$ cat src/rtl/seqdiv512_if.sv
// Purpose: request/result bundle for the seqdiv512 sequential divider.
// Signals:
//   start    - request pulse, honoured only while the divider is idle
//   dividend - 2N-bit numerator, sampled on the accepting edge
//   divisor  - N-bit denominator, sampled on the accepting edge
//   quot     - 2N-bit quotient of the last completed request
//   rem      - N-bit remainder of the last completed request
//   data_rdy - quot/rem/dbz are valid for the last accepted request
//   busy     - an operation is in flight (RUN or DONE)
//   dbz      - last result was a divide by zero
//   state    - FSM state: IDLE=0, RUN=1, DONE=2
// Modports: master drives requests, slave is the divider.
interface seqdiv512_if #(
  parameter int unsigned N = 256
) ();
  logic             start;
  logic [2*N-1:0]   dividend;
  logic [N-1:0]     divisor;
  logic [2*N-1:0]   quot;
  logic [N-1:0]     rem;
  logic             data_rdy;
  logic             busy;
  logic             dbz;
  logic [1:0]       state;

  modport master (
    output start, dividend, divisor,
    input  quot, rem, data_rdy, busy, dbz, state
  );

  modport slave (
    input  start, dividend, divisor,
    output quot, rem, data_rdy, busy, dbz, state
  );
endinterface

$ cat src/rtl/seqdiv512.sv
// Purpose: sequential restoring divider, 2N-bit dividend / N-bit divisor,
//   producing a 2N-bit quotient and N-bit remainder, one quotient bit per
//   clock, MSB first.
// Ports:
//   clk - clock, everything on posedge
//   rst - synchronous active-low reset
//   bus - seqdiv512_if.slave (start/operands in; quot/rem/data_rdy/busy/dbz/state out)
// Build option: SEQDIV512_EARLY_EXIT_EN - when defined, a request whose
//   dividend is smaller than a nonzero divisor completes in one cycle.
module seqdiv512 #(
  parameter int unsigned N = 256
) (
  input  logic        clk,
  input  logic        rst,
  seqdiv512_if.slave  bus
);

  localparam int unsigned W  = 2 * N;
  localparam int unsigned CW = $clog2(W) + 1;

  typedef enum logic [1:0] {
    IDLE = 2'd0,
    RUN  = 2'd1,
    DONE = 2'd2
  } state_t;

  state_t           r_state;
  state_t           w_state_nxt;
  logic             w_accept;

  logic [W-1:0]     r_q_sh;
  logic [N-1:0]     r_r;
  logic [N-1:0]     r_dvsr;
  logic [CW-1:0]    r_cnt;
  logic             r_zero;
  logic [W-1:0]     r_quot;
  logic [N-1:0]     r_rem;
  logic             r_data_rdy;
  logic             r_busy;
  logic             r_dbz;

  logic             w_div_zero;
  logic             w_early;
  logic [N:0]       w_r_sh;
  logic             w_ge;
  logic [N-1:0]     w_r_nxt;
  logic [W-1:0]     w_q_nxt;
  logic [CW-1:0]    w_cnt_inc;

  assign w_div_zero = (bus.divisor == '0);

`ifdef SEQDIV512_EARLY_EXIT_EN
  // Quotient is zero whenever the dividend is below the divisor.
  assign w_early = (bus.dividend < {{N{1'b0}}, bus.divisor});
`else
  assign w_early = 1'b0;
`endif

  // One restoring step; the N+1-bit shifted remainder cannot overflow the
  // compare, and the difference is always below the divisor so N bits hold it.
  assign w_r_sh    = {r_r, r_q_sh[W-1]};
  assign w_ge      = (w_r_sh >= {1'b0, r_dvsr});
  assign w_r_nxt   = w_ge ? (w_r_sh[N-1:0] - r_dvsr) : w_r_sh[N-1:0];
  assign w_q_nxt   = {r_q_sh[W-2:0], w_ge};
  assign w_cnt_inc = r_cnt + CW'(1);

  // State register.
  always_ff @(posedge clk) begin
    if (!rst) begin
      r_state <= IDLE;
    end else begin
      r_state <= w_state_nxt;
    end
  end

  // Next-state logic; the unused encoding falls back to IDLE.
  always_comb begin
    w_state_nxt = r_state;
    w_accept    = 1'b0;
    case (r_state)
      IDLE: begin
        if (bus.start) begin
          w_accept    = 1'b1;
          w_state_nxt = (w_div_zero || w_early) ? DONE : RUN;
        end
      end
      RUN: begin
        if (w_cnt_inc == CW'(W)) begin
          w_state_nxt = DONE;
        end
      end
      DONE: begin
        w_state_nxt = IDLE;
      end
      default: begin
        w_state_nxt = IDLE;
      end
    endcase
  end

  // Datapath and registered outputs.
  always_ff @(posedge clk) begin
    if (!rst) begin
      r_q_sh     <= '0;
      r_r        <= '0;
      r_dvsr     <= '0;
      r_cnt      <= '0;
      r_zero     <= 1'b0;
      r_quot     <= '0;
      r_rem      <= '0;
      r_data_rdy <= 1'b0;
      r_busy     <= 1'b0;
      r_dbz      <= 1'b0;
    end else begin
      r_busy <= (w_state_nxt == RUN) || (w_state_nxt == DONE);
      case (r_state)
        IDLE: begin
          if (w_accept) begin
            r_data_rdy <= 1'b0;
            r_dbz      <= 1'b0;
            r_dvsr     <= bus.divisor;
            r_cnt      <= '0;
            r_zero     <= w_div_zero;
            // Short-circuit cases preload the final result so DONE is uniform.
            if (w_div_zero) begin
              r_q_sh <= '1;
              r_r    <= bus.dividend[N-1:0];
            end else if (w_early) begin
              r_q_sh <= '0;
              r_r    <= bus.dividend[N-1:0];
            end else begin
              r_q_sh <= bus.dividend;
              r_r    <= '0;
            end
          end
        end
        RUN: begin
          r_q_sh <= w_q_nxt;
          r_r    <= w_r_nxt;
          r_cnt  <= w_cnt_inc;
        end
        DONE: begin
          r_quot     <= r_q_sh;
          r_rem      <= r_r;
          r_dbz      <= r_zero;
          r_data_rdy <= 1'b1;
        end
        default: begin
        end
      endcase
    end
  end

  assign bus.quot     = r_quot;
  assign bus.rem      = r_rem;
  assign bus.data_rdy = r_data_rdy;
  assign bus.busy     = r_busy;
  assign bus.dbz      = r_dbz;
  assign bus.state    = r_state;

endmodule

$ cat src/flat_wrapper.sv
// flat-port wrapper written by rule: the top's interface ports become plain ports
module seqdiv512_flat 
#(
  parameter int unsigned N = 256
)
  (clk, rst, bus_start, bus_dividend, bus_divisor, bus_quot, bus_rem, bus_data_rdy, bus_busy, bus_dbz, bus_state);
  seqdiv512_if #(.N(N)) bus_i ();
  input  logic clk;
  input  logic rst;
  input wire logic [$bits(bus_i.start)-1:0] bus_start;
  input wire logic [$bits(bus_i.dividend)-1:0] bus_dividend;
  input wire logic [$bits(bus_i.divisor)-1:0] bus_divisor;
  output wire logic [$bits(bus_i.quot)-1:0] bus_quot;
  output wire logic [$bits(bus_i.rem)-1:0] bus_rem;
  output wire logic [$bits(bus_i.data_rdy)-1:0] bus_data_rdy;
  output wire logic [$bits(bus_i.busy)-1:0] bus_busy;
  output wire logic [$bits(bus_i.dbz)-1:0] bus_dbz;
  output wire logic [$bits(bus_i.state)-1:0] bus_state;
  assign bus_i.start = bus_start;
  assign bus_i.dividend = bus_dividend;
  assign bus_i.divisor = bus_divisor;
  assign bus_quot = bus_i.quot;
  assign bus_rem = bus_i.rem;
  assign bus_data_rdy = bus_i.data_rdy;
  assign bus_busy = bus_i.busy;
  assign bus_dbz = bus_i.dbz;
  assign bus_state = bus_i.state;
  seqdiv512 #(.N(N)) u_core (.clk(clk), .rst(rst), .bus(bus_i));
endmodule
$ cat config.mk
export PLATFORM = sky130hd
export DESIGN_NAME = seqdiv512_flat
export DESIGN_NICKNAME = d
export VERILOG_FILES = /design/src/rtl/seqdiv512_if.sv /design/src/rtl/seqdiv512.sv /design/src/flat_wrapper.sv
export SDC_FILE = /design/constraint.sdc
export NUM_CORES = 2
export LEC_CHECK = 0
export CORE_AREA = 2 2 596 598
export CTS_CLUSTER_DIAMETER = 100
export DETAILED_ROUTE_END_ITERATION = 12
export DIE_AREA = 0 0 598 600
export PLACE_DENSITY = 0.41
export SETUP_SLACK_MARGIN = 0.2
export SYNTH_ARGS = -nofsm -noshare
export SYNTH_HDL_FRONTEND = slang
export SYNTH_SLANG_ARGS = --single-unit
$ cat constraint.sdc
create_clock -name clk -period 5.4 [get_ports clk]
set_clock_uncertainty 0.2 [all_clocks]
set_input_delay 1.08 -clock clk [delete_from_list [all_inputs] [get_ports clk]]
set_output_delay 1.08 -clock clk [all_outputs]
set_load 0.01 [all_outputs]
==> results by group <==
Yosys
  • Ys async rst share: 0
  • Area contributors post-synth: dfxtp_1 (40%), a21oi_1 (13%), nand2_1 (13%)
  • Most frequent cell after synthesis: nand2_1
  • Part of the Yosys area used for sequential elements: 0.403
  • Largest family of logic cells by synthesized area: compound AO/OA/AOI/OAI gates
  • Simple-Gate Fraction of Synth Area: 0.187
  • Synth Area in XOR/XNOR: 0.0233
  • FF+latch count, synth: 1808
  • Syn Area/Cell: 7.42 µm²
  • Compound-Gate Fraction of Synth Area: 0.280
  • Most used DFF post-synth: dfxtp_1
  • Post-synthesis mux area share: 0.0127
  • Synth cell count leaders: nand2_1 (3083), a21oi_1 (2361), dfxtp_1 (1808)
  • Unique cell type count in the Yosys netlist: 100
  • Post-synthesis cell count: 12100
  • Top-area cell type share of the netlist area: 0.403
  • Adder-cell share of the synthesized area: 0.0361
  • Syn_nets: 13100
  • Mapped Area: 89700 µm²
  • Area leader, netlist: dfxtp_1
  • Syn. warnings: 0
  • Post-synth EDFFs: 0

Worst hold path
  • HP Class: reg -> reg

Power and ir drop
  • Clk network pwr share: 0.320
  • Cell internal pwr: 29.9 mW
  • Net Sw Power: 19.6 mW
  • Comb pwr share: 0.374
  • Switching Fraction: 0.397
  • PwrDens: 417 nW/µm²
  • Overall power: 49.5 mW
  • Worst ir drop on vdd: 262 µV
  • Leak: 41.6 nW
  • Sequential share of power: 0.306

Detailed routing
  • First drt pass iteration count: 6
  • DRC: 0
  • Vias: 96600
  • Vias/cell: 5.35
  • DR iter-0 viols: 8301
  • Wire length per cell: 28.6 µm
  • Antenna-violating nets left: 0
  • Drt total wl: 517000 µm

Placed design
  • Post-DP HPWL: 400000 µm
  • Dpl cell area: 111000 µm²
  • PortBufs: 1543
  • GP Congestion: 0.981
  • Dpl cells: 17600

Timing
  • Setup TNS: 0 ps
  • Final setup violation count: 0
  • Slew margin rel.: 0.186
  • Fmax: 197 MHz
  • Slew @ Worst Pin: 1210 ps
  • Min cycle time layout: 5080 ps
  • Hold Vio Cnt, Final: 0
  • Slew Viols, Final: 0
  • Fin crit share: 0.941
  • RSZ-0062 raised after global routing: true

Setup path
  • Critical path arrival: 5730 ps
  • Setup CP Type: reg -> reg
  • Crit path launch type: register
  • Critical path required time: 6050 ps
  • Setup crit end kind: register
  • Crit path max fanout: 7

Layout
  • Non-filler cells, final: 18100
  • Layout fillers: 37700
  • Layout Area Growth over Synthesis: 32.3%
  • Multi-input gate area: 48700 µm²
  • Final instance area: 119000 µm²
  • Fraction of layout cells with a size suffix above 1: 0.0609
  • Final cell utilization of the core: 0.337
  • Final #Nets: 14300
  • Reg area: 36200 µm²

Run
  • Number of max-cap violations: 0

CTS
  • H-Tree Depth: 4
  • Cts bufs inserted: 224
  • Clk buf depth: 4
  • Hold Buf Count CTS: 0
  • Clock Root Buffer: clkbuf_16
  • Clk sink count: 1808
  • CTS tree: done
  • Clk_lat worst skew: 960 ps
  • CTS clk-pin slew, worst paths: 60 ps

Outcome
  • Status: completed

Floorplanning
  • # IOs: 1544
  • Die height: 600 µm
  • Die Wd: 598 µm
  • Cell row count: 218
  • Core footprint: 352000 µm²
  • Die ar.: 359000 µm²
  • Initial Util: 0.255

GRT
  • Largest net degree at the start of global routing: 167
  • Initial antenna violation count: 98
  • GRT Residual Overflow: 0
  • First-pass GRT wire length: 723000 µm
  • Vias in the first global route: 94400
  • Total GRT Usage: 0.274
-- sequential cells by signal (all words and copies together) (netlist names) --
| signal | cells |
|---|---|
| u_core.bus.quot | 512 |
| u_core.r_q_sh | 512 |
| u_core.bus.rem | 256 |
| u_core.r_dvsr | 256 |
| u_core.r_r | 256 |
| u_core.r_cnt | 10 |
| u_core.bus.state | 2 |
| u_core.bus.busy | 1 |
| u_core.bus.data_rdy | 1 |
| u_core.bus.dbz | 1 |
| u_core.r_zero | 1 |
-- path summary, 6_finish.rpt --
check                                          start                    to  slack [ps]  cells after the start
worst min-delay path            u_core.bus.quot[202]  u_core.bus.quot[202]         250                      2
worst min register to register  u_core.bus.quot[202]  u_core.bus.quot[202]         250                      2
worst max register to register     u_core.r_dvsr[80]       u_core.r_r[237]         320                     18
worst max-delay path               u_core.r_dvsr[80]       u_core.r_r[237]         320                     18
-- power by group through the flow --
stage                     registers [mW]  logic [mW]  clock network (mW)
final                               15.2        18.5                15.8
after global routing                15.2        19.8                16.7
after CTS                           15.1        18.3                16.2
after detailed placement            15.4        18.2                   0
after global placement              15.4        18.3                   0
after floorplan                     15.0        10.9                   0
-- logic make-up after synthesis --
| logic type | count (synthesis) |
|---|---|
| AOI/OAI and AO/OA | 4221 |
| and+or+nand+nor | 4124 |
| DFF | 1808 |
| buffers and inverters | 1325 |
| adders and majority gates | 258 |
| xor gates and xnor gates | 239 |
| muxes | 113 |
-- cell type report --
class | instances | share of cell area
multi-input cells | 8955 | 0.411
flip-flops and latches | 1808 | 0.305
repair buffers | 1886 | 0.160
clock buffers | 333 | 0.0556
well taps | 4620 | 0.0487
inverters | 348 | 0.0111
clock inverters | 71 | 0.00813
diodes | 44 | 0.000928
-- critical path, stage by stage (launching register included) --
cell,delay (ps)
dfxtp_1,380
inv_1,60
ha_1,480
nand4_1,290
or2_2,420
nor2_1,320
nand2_1,210
or4_1,440
nand3_1,100
buf_4,220
a31oi_2,220
buf_4,250
o21bai_2,270
a311oi_1,170
buf_4,190
o31ai_1,300
xor2_1,190
nand2_1,70
a211oi_1,200
-- what timing repair did --
item / CTS / global route
setup endpoints to repair: 93 / 152
buffers inserted: 0 / 4
resized for setup: 8 / 29
pin swaps: 0 / 5
-- routing by layer --
metal / vias to the layer above / part of all wire / track usage / routed length [µm]
li1: 44900 / - / - / -
met1: 47700 / 0.43 / 0.355 / 224000
met2: 3278 / 0.45 / 0.440 / 235000
met3: 726 / 0.070 / 0.0621 / 36100
met4: 14 / 0.041 / 0.109 / 21400
met5: - / 0.00017 / 0 / 86
-- cells in the final DEF (no fill, tap or decap), drive strengths merged, types with 97 or more instances in the layout --
master / synthesis / routed
ha: 257 / 257
buf: 81 / 344
nor4: 97 / 97
nor2: 483 / 483
dfxtp: 1808 / 1808
clkdlybuf4s50: 0 / 1542
o21bai: 99 / 99
xnor2: 155 / 155
o221ai: 523 / 523
inv: 348 / 354
clkbuf: 896 / 333
nand2: 3083 / 3083
a21oi: 2363 / 2363
o21ai: 691 / 691
mux2i: 109 / 109
nand4: 185 / 185
-- stage by stage --
step / hold slack, ps / setup WS [ps]
finish: 251 / 316
global route: 269 / 188
CTS: 253 / 149
detailed placement: 246 / -27.3
global placement: 242 / -112
floorplan: 232 / 1370
Note: power is estimated with default switching activity, not from simulation.
